File: src/rtl/hazard_scoreboard.sv
// Hazard scoreboard for a short in-order pipeline.
// Tracks in-flight register writers, the single outstanding load and the
// in-flight instruction count, and raises stall for load-use, load-after-load,
// load WAW and pipeline-full conditions. Plain ALU RAW hazards are left to
// the forwarding network.
module hazard_scoreboard (
    input  logic        clk,
    input  logic        rst,
    input  logic [15:0] id_instr,
    input  logic        id_valid,
    input  logic        wb_valid,
    input  logic        wb_en,
    input  logic [3:0]  wb_dest,
    input  logic        load_done,
    input  logic        flush,
    output logic        stall,
    output logic        issue,
    output logic [15:0] pend_mask,
    output logic [1:0]  inflight,
    output logic        load_timeout
);

    typedef enum logic [0:0] {
        IDLE      = 1'b0,
        LOAD_WAIT = 1'b1
    } state_t;

    localparam logic [3:0] OP_LOAD  = 4'hB;
    localparam logic [3:0] OP_NORS1 = 4'hE;
    localparam logic [3:0] WAIT_MAX = 4'hF;

    state_t      state_reg, state_next;
    logic [3:0]  wait_cnt_reg, wait_cnt_next;
    logic [3:0]  ld_dest_reg, ld_dest_next;
    logic        load_timeout_reg, load_timeout_next;
    logic [1:0]  inflight_reg, inflight_next;

    logic [3:0]  opcode;
    logic [3:0]  rs1;
    logic [3:0]  rs2;
    logic [3:0]  dest;
    logic        is_load;
    logic        wb_write;
    logic        retire;

    // Instruction field decode; unused source/dest fields collapse to r0
    always_comb begin
        opcode  = id_instr[15:12];
        rs1     = 4'd0;
        rs2     = 4'd0;
        dest    = 4'd0;
        is_load = (opcode == OP_LOAD);
        if (opcode != OP_NORS1) begin
            rs1 = id_instr[11:8];
        end
        if (opcode < 4'h6) begin
            rs2 = id_instr[7:4];
        end else if (id_instr[15:13] == 3'b110) begin
            rs2 = id_instr[3:0];
        end
        if (id_instr[15:13] != 3'b110) begin
            dest = id_instr[3:0];
        end
    end

    // Stall decision from registered state plus the current ID/WB inputs
    always_comb begin
        logic in_load_wait;
        logic raw_hz;
        logic ld_hz;
        logic waw_hz;
        logic full_hz;
        in_load_wait = (state_reg == LOAD_WAIT);
        raw_hz  = in_load_wait && (ld_dest_reg != 4'd0) &&
                  ((rs1 == ld_dest_reg) || (rs2 == ld_dest_reg));
        ld_hz   = in_load_wait && is_load;
        waw_hz  = in_load_wait && (ld_dest_reg != 4'd0) && (dest == ld_dest_reg);
        full_hz = (inflight_reg == 2'd3) && !wb_valid;
        stall   = id_valid && (raw_hz || ld_hz || waw_hz || full_hz);
        issue   = id_valid && !stall && !flush;
    end

    assign wb_write = wb_valid && wb_en;
    // A retire pulse with nothing in flight is ignored so the count cannot wrap
    assign retire   = wb_valid && (inflight_reg != 2'd0);

    // Per-register writer counters for r1..r15; r0 is never tracked
    assign pend_mask[0] = 1'b0;
    genvar gi;
    generate
        for (gi = 1; gi < 16; gi++) begin : g_writer
            logic [1:0] cnt_reg, cnt_next;
            logic       inc;
            logic       dec;

            // Increment on issue, decrement on writeback, cancel when both
            always_comb begin
                inc      = issue && (dest == 4'(gi));
                dec      = wb_write && (wb_dest == 4'(gi));
                cnt_next = cnt_reg;
                if (flush) begin
                    cnt_next = 2'd0;
                end else if (inc && !dec && (cnt_reg != 2'd3)) begin
                    cnt_next = cnt_reg + 2'd1;
                end else if (dec && !inc && (cnt_reg != 2'd0)) begin
                    cnt_next = cnt_reg - 2'd1;
                end
            end

            // Counter register
            always_ff @(posedge clk) begin
                if (rst) begin
                    cnt_reg <= 2'd0;
                end else begin
                    cnt_reg <= cnt_next;
                end
            end

            assign pend_mask[gi] = (cnt_reg != 2'd0);
        end
    endgenerate

    // In-flight count: plus one per issue, minus one per retire
    always_comb begin
        if (flush) begin
            inflight_next = 2'd0;
        end else begin
            inflight_next = inflight_reg + {1'b0, issue} - {1'b0, retire};
        end
    end

    // Load FSM next state, wait counter and sticky watchdog
    always_comb begin
        state_next        = state_reg;
        wait_cnt_next     = wait_cnt_reg;
        ld_dest_next      = ld_dest_reg;
        load_timeout_next = load_timeout_reg;
        if ((state_reg == LOAD_WAIT) && (wait_cnt_reg == WAIT_MAX) && !load_done) begin
            load_timeout_next = 1'b1;
        end
        if (flush) begin
            state_next    = IDLE;
            wait_cnt_next = 4'd0;
        end else begin
            case (state_reg)
                IDLE: begin
                    if (issue && is_load) begin
                        state_next    = LOAD_WAIT;
                        ld_dest_next  = dest;
                        wait_cnt_next = 4'd0;
                    end
                end
                LOAD_WAIT: begin
                    if (load_done) begin
                        state_next = IDLE;
                    end else if (wait_cnt_reg != WAIT_MAX) begin
                        wait_cnt_next = wait_cnt_reg + 4'd1;
                    end
                end
                default: begin
                    state_next = IDLE;
                end
            endcase
        end
    end

    // Shared state registers; reset overrides flush and everything else
    always_ff @(posedge clk) begin
        if (rst) begin
            state_reg        <= IDLE;
            wait_cnt_reg     <= 4'd0;
            ld_dest_reg      <= 4'd0;
            load_timeout_reg <= 1'b0;
            inflight_reg     <= 2'd0;
        end else begin
            state_reg        <= state_next;
            wait_cnt_reg     <= wait_cnt_next;
            ld_dest_reg      <= ld_dest_next;
            load_timeout_reg <= load_timeout_next;
            inflight_reg     <= inflight_next;
        end
    end

    assign inflight     = inflight_reg;
    assign load_timeout = load_timeout_reg;

endmodule

File: config.mk
export PLATFORM = sky130hd
export DESIGN_NAME = hazard_scoreboard
export DESIGN_NICKNAME = d
export VERILOG_FILES = /design/src/rtl/hazard_scoreboard.sv
export SDC_FILE = /design/constraint.sdc
export NUM_CORES = 1
export LEC_CHECK = 0
export ABC_AREA = 1
export BUFFER_PORTS_ARGS = -buffer_cell sky130_fd_sc_hd__clkbuf_2
export CAP_MARGIN = 15
export CORE_ASPECT_RATIO = 1.75
export CORE_UTILIZATION = 59
export CTS_BUF_LIST = sky130_fd_sc_hd__clkbuf_8
export DETAILED_ROUTE_END_ITERATION = 7
export GPL_ROUTABILITY_DRIVEN = 1
export PLACE_DENSITY_LB_ADDON = 0.2
export RECOVER_POWER = 100
export REMOVE_ABC_BUFFERS = 1
export SLEW_MARGIN = 15
export SYNTH_ARGS = -nofsm -noshare
export SYNTH_HDL_FRONTEND = slang
export SYNTH_SLANG_ARGS = --single-unit
File: constraint.sdc
create_clock -name clk -period 1.87 [get_ports clk]
set_input_delay 0 -clock clk [delete_from_list [all_inputs] [get_ports clk]]
set_output_delay 0 -clock clk [all_outputs]
set_load 0.005 [all_outputs]
# Word-level counts from Yosys, hierarchy flattened
# Cells that the tools add are included.
dict set report totals {
  input_bits 27
  out_inout_bits 21
  register_bits 42
}
dict set report op_classes {
  n_bitwise 2
  mux 41
  eq_ne 58
  n_reduce_logical 176
  order_cmp 1
  add_sub_neg 33
}
# cell count
set ops {}
lappend ops {{1-bit logical AND} 103}
lappend ops {{4-bit equality test, second input constant} 18}
lappend ops {{2-bit nonzero test} 31}
lappend ops {{2-bit 2-to-1 mux} 30}
lappend ops {{1-bit zero test} 34}
lappend ops {{2-bit != test, second input constant} 17}
lappend ops {{4-bit by 3-bit equality test with 1-bit output, second input constant} 8}
lappend ops {{2-bit by 1-bit adder with 2-bit output, second input constant} 15}
lappend ops {{2-bit by 1-bit subtractor with 2-bit output, second input constant} 15}
lappend ops {{4-bit 2-to-1 mux} 7}
lappend ops {{4-bit by 2-bit equality test with 1-bit output, second input constant} 4}
lappend ops {{4-bit equality test} 3}
lappend ops {{4-bit by 1-bit equality test with 1-bit output, second input constant} 2}
lappend ops {{4-bit != test, second input constant} 2}
lappend ops {{4-bit one-hot mux with 2 select lines} 1}
lappend ops {{3-bit AND reduction} 2}
lappend ops {{4-bit by 1-bit adder with 4-bit output, second input constant} 1}
lappend ops {{1-bit logical OR} 4}
lappend ops {{4-bit by 3-bit < comparator with 1-bit output, second input constant} 1}
lappend ops {{4-bit nonzero test} 1}
lappend ops {{3-bit equality test, second input constant} 1}
lappend ops {{3-bit != test, second input constant} 1}
lappend ops {{2-bit by 1-bit adder with 2-bit output} 1}
lappend ops {{2-bit equality test, second input constant} 1}
lappend ops {{other kinds (6)} 8}

# Longest topological paths before layout
# Gate-level depths: netlist (run 1).
dict set report logic_depth {
  ltp_word 19
  mapped_depth 17
  ltp_nobuf 16
}

# Worst setup path before layout (run 1)
# OpenSTA, ideal clock, no wires.
dict set report synth_timing {
  path_type {register -> register}
  start {reg ld_dest_reg[0]}
  end {reg inflight_reg[1] (netlist: inflight[1])}
  t_required_ps 1747
  setup_ps 123
  n_path_buf 0
  synth_period_minus_slack_ps 1686
  arrival_ps 1563
  slack_ps 184
  stages_incl_launch_ff 14
  path_cell_list {dfxtp_1 inv_1 nand3_1 nand2_1 a21oi_1 nand2_1 nand3_2 nand2_4 nand3_4 inv_2 ha_1 xor2_1 o21ai_0 a21oi_1}
}
dict set report synth_between {
  elab_chain_cells 12
  word_cells_on_any_way 17
}
# element line_no
set synth_rtl {}
lappend synth_rtl {{from (decl)} 34} ;# logic [3:0] ld_dest_reg, ld_dest_next;
lappend synth_rtl {{from (signal assigned)} 178} ;# ld_dest_reg <= ld_dest_next;
lappend synth_rtl {{4-bit equality test / 4-bit nonzero test (equally long branches)} {75, 74, 77}}
lappend synth_rtl {{1-bit logical OR / 1-bit logical AND (equally long branches)} {75, 74, 77}}
lappend synth_rtl {{1-bit logical AND} 74} ;# raw_hz = in_load_wait && (ld_dest_reg != 4'd0) &&
lappend synth_rtl {{1-bit logical OR} 79} ;# stall = id_valid && (raw_hz || ld_hz || waw_hz || full_hz);
lappend synth_rtl {{1-bit logical OR * (2 in a row)} 79}
lappend synth_rtl {{1-bit logical AND *} 79}
lappend synth_rtl {{1-bit zero test *} 80} ;# issue = id_valid && !stall && !flush;
lappend synth_rtl {{1-bit logical AND * (2 in a row)} 80}
lappend synth_rtl {{net issue} 17} ;# output logic issue,
lappend synth_rtl {{2-bit by 1-bit adder with 2-bit output *} 128} ;# inflight_next = inflight_reg + {1'b0, issue} - {1'b0, retire};
lappend synth_rtl {{2-bit by 1-bit subtractor with 2-bit output *} 128}
lappend synth_rtl {{to (signal assigned)} 180} ;# inflight_reg <= inflight_next;
lappend synth_rtl {{to (decl)} 36} ;# logic [1:0] inflight_reg, inflight_next;
# Mark *: on every way through the listed nets, which the timed path passes. The rest lies on a longest branch.
# A chain may end at the register's enable or synchronous reset.

# Worst setup path after layout (run 1)
dict set report layout_timing {
  start {reg ld_dest_reg[3]}
  end {out stall}
}
dict set report layout_between {
  elab_chain_cells 7
  word_cells_on_any_way 12
}
# element line_no
set layout_rtl {}
lappend layout_rtl {{4-bit equality test / 4-bit nonzero test (equally long branches)} {75, 74, 77}}
lappend layout_rtl {{1-bit logical OR / 1-bit logical AND (equally long branches)} {75, 74, 77}}
lappend layout_rtl {{1-bit logical AND} 74}
lappend layout_rtl {{1-bit logical OR} 79}
lappend layout_rtl {{1-bit logical OR * (2 in a row)} 79}
lappend layout_rtl {{1-bit logical AND *} 79}
lappend layout_rtl {{to (decl)} 16} ;# output logic stall,
# Every way passes the cells marked *; elsewhere a longest branch is shown, timed or not.

==> results.ini, run 1 <==
[worst_setup_path]
worstPathMaxFanout = 16
worstPathRequired_ps = 1870
startpoint_type = flip-flop
crit_arrival_ps = 1750
endpoint_kind = output pin
worstSetupPathType = flip-flop to output pin

[pwr]
ir_drop_uv = 514.3
p_leak_nw = 1.490
powerDensity_nw_per_um2 = 499.9
total_power_mw = 1.805

[worst_hold_path]
hold_class = input port to flip-flop

[sta]
maxSlewViolCount = 0
clock_skew_ps = 3.946
final-hold-violation-count = 0
setup_viol = 0
min_period_ps = 1753
finalSetupTns_ps = 0
period_share = 0.9376
fin_ws_ps = 116.6
clock.fmax_ghz = 0.5703

[layout]
antenna_cells = 0
nNetsFinal = 591
largest_reg_flops = 30
area_delta_synth_final_pct = 14.30
drive_above_1_share = 0.2224
final_core_util = 0.7131

[cts]
insertion_delay_ps = 300
cts_tree = yes
clockBufferDepth = 2
path_clk_slew_ps = 90
cts_buffers = 5
cts_sinks = 42
postCtsSetupRepairBufs = 0
cts-root-buf = clkbuf_8
cts_max_level = 2

[yosys]
syn_area_um2 = 3158
syn-instance-count = 508
syn_area_per_cell_um2 = 6.217
yosys.area.top_type_share = 0.2662
synthTopCellsByArea = dfxtp_1, nand2_1, nor2_1
ys_seq_area_frac = 0.2662
ys_seq_elements = 42
yosysUniqueCellTypes = 34
yosysTopAreaCell = dfxtp_1
ys.warnings.count = 0

[placement]
pre_cts_slack_ps = -37.43
io_buffers = 46
hpwl_um = 6028
gp_congestion = 0.9066

[detailed_routing]
avgRoutedWirePerCell_um = 12.58
post_drt_via_cell_ratio = 5.466
drcViolationCount = 7
drt_wl_total_um = 7747
drt-pass1-iter-count = 6
via_count = 3367
drt-initial-drc-count = 186
drt.antenna.violating_nets = 0

[grt]
grt_first_pass_wirelength_um = 13250
overflow = 0
antenna_found_initial = 0
grt_start_max_net_pins = 36
grt.total_usage = 0.2918
first_global_vias = 3258

[floorplanning]
dieArea_um2 = 5661
initial_core_util = 0.6238
die_h_um = 98.78
io_pins = 48
rows = 34
core_area_um2 = 5062
die_w_um = 57.31

[flow_run]
cap_violations = 0

[run_status]
violations = DRC
status = finished with violations

## layer usage
metal,global-route usage,routed length [um],vias up
met5,0,0,-
met2,0.5756,4151,82
li1,-,-,1759
met3,0.03018,251,18
met4,0.1220,215,0
met1,0.2975,3128,1508
## through the flow
| step | area [um^2] | std cells | hold slack, ps |
|---|---|---|---|
| finish | 3610 | 616 | 16.83 |
| global route | 3610 | 616 | 53.88 |
| CTS | 3583 | 616 | 10.78 |
| detailed placement | 3477 | 607 | 297.2 |
| global placement | 3477 | 607 | 289.6 |
| floorplan | 3104 | 499 | 72.38 |
## cells in the mapped netlist
library cell and number:
nor2_2 1, a211oi_2 2, conb_1 1, nor3_1 5, buf_1 1, nand2_2 4
ha_1 3, clkbuf_1 4, buf_2 1, a31oi_1 2, a32o_1 1, o311ai_1 1
nor2_4 10, nand3b_1 2, a41oi_1 1, nand3_4 1, xor2_1 2, dfxtp_1 42
or2_2 16, nand4_1 19, o21ai_0 7, nand3_2 12, buf_4 1, nand3_1 52
inv_1 75, nand2_1 93, o21ai_1 10, buf_6 2, a211oi_1 2, o21a_1 13
inv_2 7, nand2_4 1, a21oi_1 36, nor2_1 78
## path summary, 6_finish.rpt
path / cells past startpoint / from / slack [ps] / end
min: 4 / load_done / 20 / state_reg
max reg2reg: 11 / ld_dest_reg[3] / 140 / g_writer[15].cnt_reg[0]
min reg2reg: 2 / g_writer[10].cnt_reg[1] / 480 / g_writer[10].cnt_reg[1]
max: 9 / ld_dest_reg[3] / 120 / stall
## final cells by class
class                      instances  area (um^2)
inverter                          82        320.3
sequential                        42        845.8
fill                             441         1453
multi-input combinational        375         1973
timing repair buffer              55        307.8
tap                               54        67.56
clock buffer                       6        82.58
clock inverter                     2        12.51
## kinds of logic (layout without fill, tap and decap cells)
kind of cell             Yosys count  in the layout  synth area share
adder cells (fa/ha/maj)            3              3           0.01189
buffers and inverters             91            145            0.1145
flip-flops                        42             42            0.2662
AO/OA/AOI/OAI                     75             75            0.1402
XOR/XNOR                           2              2          0.005548
AND/OR/NAND/NOR                  294            294            0.4604
other                              1              1          0.001187
## report_power, final
group	switching, mW	leakage, nW	internal [mW]	total (mW)
registers	0.00517	0.340	0.898	0.903
logic	0.173	1.10	0.0877	0.260
clock network	0.343	0.0472	0.298	0.641
total	0.521	1.49	1.28	1.80
## critical path, stage by stage (launching register included)
cell      delay, ps
dfxtp_2         380
inv_4            60
xor2_1          150
nor2_1          110
nand2_1          80
nand3_2          90
nand2_4          60
buf_4           210
a21oi_1         180
clkbuf_2        140
## what timing repair did
| item | CTS | global route |
|---|---|---|
| resized for setup | 2 | 16 |
| hold buffers | 1 | 0 |
| setup endpoints to repair | 1 | 24 |
| endpoints found under the hold margin | 4 | 0 |
## layout by cell type, fill, tap and decap left out, drive strengths merged, types with 2 or more instances in the layout
master and n:
a21oi 36, ha 3, nand2 98, o21a 13
nor2 89, nand3b 2, inv 82, xor2 2
a211oi 4, dfxtp 42, or2 16, nand4 19
clkbuf 52, o21ai 17, nor3 5, buf 8
nand3 65, a31oi 2
(Power assumes the default switching activity.)
==> run 2, diff against run 1 <==
Settings changed: RECOVER_POWER 100 to 25.
==> run 2 against run 1 <==
Against the previous run:
- the run still ends with DRC left
- clock power about the same
- worst hold slack barely moved
- non-clock buffer count unchanged
- register-to-register slack is essentially flat
- critical path type unchanged
- critical endpoint unchanged
- highest routed layer unchanged
==> results.ini, run 2 (synthesized netlist as in run 1, its figures left out) <==
[detailed_routing]
post_drt_via_cell_ratio = 5.466  ; unchanged
drt_wl_total_um = 7728  ; -0.25%
avgRoutedWirePerCell_um = 12.55  ; -0.25%
drt.antenna.violating_nets = 0  ; unchanged
drt-initial-drc-count = 185  ; -0.54%
via_count = 3367  ; unchanged
drcViolationCount = 7  ; unchanged
drt-pass1-iter-count = 7  ; +1

[worst_setup_path]
max_stage_delay_ps = 380  ; about the same
crit_arrival_ps = 1750  ; about the same
worstPathRequired_ps = 1870  ; about the same
cp_cell_sequence = inv_4 > xor2_1 > nor2_1 > nand2_1 > nand3_2 > nand2_4 > buf_4 > a21oi_1 > clkbuf_2
startpoint_type = flip-flop
worstPathMaxFanout = 16  ; unchanged
endpoint_kind = output pin
crit_path_top_delay_cell = dfxtp_2
worstSetupPathType = flip-flop to output pin

[grt]
grt_first_pass_wirelength_um = 13250  ; unchanged
first_global_vias = 3258  ; unchanged
antenna_found_initial = 0  ; unchanged
grt_start_max_net_pins = 36  ; unchanged
grt.total_usage = 0.2918  ; unchanged
overflow = 0  ; unchanged

[cts]
cts_max_level = 2  ; unchanged
postCtsSetupRepairBufs = 0  ; unchanged
insertion_delay_ps = 300  ; about the same
cts_sinks = 42  ; unchanged
path_clk_slew_ps = 90  ; about the same
cts_tree = yes
cts_buffers = 5  ; unchanged
cts-root-buf = clkbuf_8
clockBufferDepth = 2  ; unchanged

[layout]
multiInputGateArea_um2 = 1973  ; unchanged
final_common_cell = nand2_1
drive_above_1_share = 0.2260  ; +0.003559
antenna_cells = 0  ; unchanged
final_core_util = 0.7135  ; about the same
largest_reg_flops = 30  ; unchanged
nNetsFinal = 591  ; unchanged
area_delta_synth_final_pct = 14.38  ; about the same
nFillCells = 441  ; unchanged
final_cell_mix = nand2_1, nor2_1, inv_1, nand3_1, clkbuf_2
stdcell_area_um2 = 3612  ; about the same
seqCellArea_um2 = 845.8  ; unchanged

[floorplanning]
rows = 34  ; unchanged
initial_core_util = 0.6238  ; unchanged
dieArea_um2 = 5661  ; unchanged
die_h_um = 98.78  ; unchanged
die_w_um = 57.31  ; unchanged
core_area_um2 = 5062  ; unchanged
io_pins = 48  ; unchanged

[placement]
hpwl_um = 6028  ; unchanged
io_buffers = 46  ; unchanged
place_area_um2 = 3477  ; unchanged
gp_congestion = 0.9066  ; unchanged

[pwr]
intPower_mw = 1.284  ; about the same
p_leak_nw = 1.497  ; +0.46%
power_frac_comb = 0.144  ; about the same
clockPowerShare = 0.355  ; about the same
total_power_mw = 1.804  ; about the same
powerDensity_nw_per_um2 = 499.4  ; -0.10%
power.switching_uw = 520.5  ; -0.12%
p_seq_frac = 0.501  ; about the same
ir_drop_uv = 514.2  ; about the same
p_sw_frac = 0.2885  ; about the same

[worst_hold_path]
hold_class = input port to flip-flop

[sta]
period_share = 0.9366  ; -0.001013
setup_viol = 0  ; unchanged
clock_skew_ps = 3.673  ; -0.2731 ps
final-hold-violation-count = 0  ; unchanged
clock.fmax_ghz = 0.5709  ; +0.11%
min_period_ps = 1752  ; -1.895 ps
maxSlewViolCount = 0  ; unchanged

[run_status]
status = finished with violations
violations = DRC

[flow_run]
cap_violations = 0  ; unchanged

## run 2: stage by stage
| stage | hold slack [ps] | worst slack, ps | TNS [ps] | cells |
|---|---|---|---|---|
| global placement | 289.6 | 72.87 | 0 | 607 |
| finish | 17.28 | 118.5 | 0 | 616 |
| CTS | 10.78 | 0.6073 | 0 | 616 |
| floorplan | 72.38 | -167.2 | -246.5 | 499 |
| detailed placement | 297.2 | -37.43 | -37.43 | 607 |
| global route | 53.88 | -7.154 | -9.287 | 616 |
## run 2: worst paths after layout
path / start / endpoint / slack, ps / cells after the start
worst max-delay path: ld_dest_reg[3] / stall / 120 / 9
worst min-delay path: load_done / state_reg / 20 / 4
worst max register to register: ld_dest_reg[3] / g_writer[15].cnt_reg[0] / 140 / 11
worst min register to register: load_timeout / load_timeout / 480 / 2
## run 2: what timing repair did
item / in CTS / in global routing
hold buffers: 1 / 0
pin swaps: 0 / 0
endpoints found under the hold margin: 4 / 0
setup endpoints to repair: 1 / 24
gates resized for setup: 2 / 16
## run 2: final cells by class
cell class,count,share of cell area
clock inverter,2,0.003464
timing repair buffer,55,0.08590
sequential,42,0.2342
inverter,82,0.08867
clock buffer,6,0.02286
multi-input combinational,375,0.5462
tap,54,0.01870
## run 2: routing by layer
| metal | up-vias | wire length [um] | global-route usage |
|---|---|---|---|
| li1 | 1760 | - | - |
| met1 | 1507 | 3106 | 0.2975 |
| met2 | 82 | 4156 | 0.5756 |
| met3 | 18 | 249 | 0.03018 |
| met4 | 0 | 215 | 0.1220 |
| met5 | - | 0 | 0 |
## run 2: power by group through the flow
| stage | Sequential (mW) | Combinational (mW) | Clock [mW] |
|---|---|---|---|
| 2_1_floorplan | 0.923 | 0.157 | 0 |
| 3_3_place_gp | 0.923 | 0.247 | 0 |
| 3_5_place_dp | 0.924 | 0.251 | 0 |
| 4_1_cts | 0.902 | 0.255 | 0.641 |
| 5_1_grt | 0.904 | 0.291 | 0.669 |
| 6_report | 0.903 | 0.260 | 0.640 |
## run 2: critical path, delay by kind of cell (launching register included)
family	cells	cell delay, ps
compound gates	1	180
simple gates	4	340
buf+inv	3	410
flops	1	380
xor+xnor	1	150
==> run 3, diff against run 2 <==
Settings changed: BUFFER_PORTS_ARGS -buffer_cell sky130_fd_sc_hd__clkbuf_2 to -buffer_cell sky130_fd_sc_hd__buf_2, CORE_UTILIZATION 59 to 58, CTS_BUF_LIST sky130_fd_sc_hd__clkbuf_8 to default.
==> run 3 against run 2 <==
Against the previous run:
- the run ends with DRC, hold timing left
- worst setup slack better by 15 ps
- sequential power hardly changed
- worst hold slack worse by 19 ps
- clock skew is 6.6 ps higher
- critical path depth is 4 higher
- cell area is 1.0% higher
- core utilization is 1.9 points lower
- critical path type is now flip-flop to flip-flop
- clock power is 43% higher
- critical endpoint is now inflight[1]
- routed wire length is 5.9% higher
- cell count is 0.49% higher
- largest cell class unchanged
- combinational power is 2% higher
==> results.ini, run 3 (synthesized netlist as in run 1, its figures left out) <==
[layout]
stdcell_area_um2 = 3650  ; +1.0%
nFillCells = 482  ; +9.3%
antenna_cells = 0  ; unchanged
final_core_util = 0.6945  ; -0.01902
largest_reg_flops = 30  ; unchanged
drive_above_1_share = 0.2252  ; -0.0008013
final_cell_mix = nand2_1, nor2_1, inv_1, nand3_1, buf_2
final_common_cell = nand2_1
area_delta_synth_final_pct = 15.57
layout.cells.non_filler = 619  ; +0.49%
nNetsFinal = 593  ; +0.34%

[sta]
min_period_ps = 1736  ; -15.42 ps
maxSlewViolCount = 0  ; unchanged
clock.fmax_ghz = 0.5760  ; +0.89%
final-hold-violation-count = 1  ; +1
setup_viol = 0  ; unchanged
clock_skew_ps = 10.30  ; +6.631 ps
period_share = 0.9284  ; -0.008247
holdWs_ps = -1.406  ; -18.69 ps
rsz0062_at_grt = false

[pwr]
p_leak_nw = 1.542  ; +3.0%
total_power_mw = 2.084  ; +16%
intPower_mw = 1.558  ; +21%
p_sw_frac = 0.2523  ; -0.03620
clockPowerShare = 0.440  ; +0.085
power_frac_comb = 0.127  ; -0.017
p_seq_frac = 0.433  ; -0.068
powerDensity_nw_per_um2 = 571.0  ; +14%
power.switching_uw = 525.8  ; +1.0%
ir_drop_uv = 588.2  ; +14%

[worst_setup_path]
startpoint_type = flip-flop
crit_arrival_ps = 1970  ; +220 ps
worstSetupPathType = flip-flop to flip-flop
worstPathRequired_ps = 2100  ; +230 ps
endpoint_kind = flip-flop
worstPathMaxFanout = 4  ; -12

[detailed_routing]
drt_wl_total_um = 8185  ; +5.9%
via_count = 3444  ; +2.3%
drt-initial-drc-count = 158  ; -15%
post_drt_via_cell_ratio = 5.564  ; +1.8%
drcViolationCount = 4  ; -3
avgRoutedWirePerCell_um = 13.22  ; +5.4%
drt-pass1-iter-count = 8  ; +1
drt.antenna.violating_nets = 0  ; unchanged

[grt]
grt_first_pass_wirelength_um = 13100  ; -1.1%
overflow = 0  ; unchanged
first_global_vias = 3179  ; -2.4%
grt_use_met3 = 0.04031  ; +0.01013
grt_start_max_net_pins = 36  ; unchanged
antenna_found_initial = 0  ; unchanged
grt.total_usage = 0.2868  ; -0.004969
busiest_layer = met2
gr-usage-met1 = 0.2908  ; -0.006690
met2_usage = 0.5626  ; -0.01295

[cts]
cts_tree = yes
cts_max_level = 2  ; unchanged
cts_buffers = 5  ; unchanged
insertion_delay_ps = 310  ; about the same
path_clk_slew_ps = 80  ; about the same
cts_sinks = 42  ; unchanged
cts-root-buf = clkbuf_8
clockBufferDepth = 2  ; unchanged

[floorplanning]
core_area_um2 = 5255  ; +3.8%
rows = 35  ; +2.9%
initial_core_util = 0.6010  ; -0.02287
io_pins = 48  ; unchanged
dieArea_um2 = 5756  ; +1.7%
die_h_um = 99.62  ; +0.85%
die_w_um = 57.78  ; +0.83%

[placement]
hpwl_um = 6177  ; +2.5%
gp_congestion = 0.9025  ; -0.45%
io_buffers = 46  ; unchanged
place_area_um2 = 3466  ; -0.32%
dp.cells = 608  ; +0.16%

[worst_hold_path]
hold_class = input port to flip-flop

[run_status]
status = finished with violations
violations = DRC, hold timing

[flow_run]
cap_violations = 0  ; unchanged

run 3: cell count changes in the layout (fill, tap and decap cells not counted), moves of 2 or more:
cell,change
bufinv_16,+2
inv_2,+3
buf_2,+45
clkbuf_2,-44
inv_4,-3
buf_4,+2
run 3: through the flow:
stage / TNS, ps / setup slack (ps)
floorplan: -246.5 / -167.2
global placement: 0 / 100.7
detailed placement: 0 / 50.53
CTS: 0 / 15.34
global route: 0 / 2.330
finish: 0 / 133.9
run 3: final cells by class:
class	instances	area (um^2)	share of cell area
Clock buffer	6	82.58	0.02263
Clock inverter	2	60.06	0.01646
Inverter	82	312.8	0.08570
Multi-Input combinational cell	375	1963	0.5379
Sequential cell	42	844.6	0.2314
Tap cell	55	68.82	0.01885
Timing Repair Buffer	57	317.8	0.08708
run 3: path summary, 6_finish.rpt:
check | start | endpoint | slack, ps | depth (start not counted)
setup / recovery | ld_dest_reg[2] | inflight[1] | 130 | 13
setup reg to reg | ld_dest_reg[2] | inflight[1] | 130 | 13
hold reg to reg | load_timeout | load_timeout | 490 | 2
hold / removal | load_done | state_reg | -1 | 4
run 3: metal layers:
metal	wire length, um	vias to the layer above	share of wire
met5	0	-	0
li1	-	1763	-
met2	4479	103	0.55
met4	197	0	0.024
met3	370	21	0.045
met1	3136	1557	0.38
run 3: timing repair:
item / CTS / global route
gates resized for setup: 0 / 13
hold buffers: 1 / 0
endpoints found under the hold margin: 4 / 0
endpoints found under the setup margin: 0 / 23
buffers inserted: 0 / 2
run 3: power by group through the flow:
stage	Clock (mW)	Combinational, mW	Sequential [mW]
floorplan	0	0.157	0.923
global placement	0	0.247	0.923
detailed placement	0	0.253	0.923
CTS	0.923	0.256	0.902
global route	0.955	0.291	0.904
finish	0.917	0.264	0.902
run 3: critical path, cell delays in order, from the launching register on:
cell	delay (ps)
dfxtp_1	320
buf_4	140
nand2_1	60
nand2_1	50
nor2_1	100
nand2_1	80
nand3_2	90
nand2_4	50
nand3_4	90
inv_4	50
ha_1	210
xor2_1	200
o21ai_1	80
a21oi_1	140
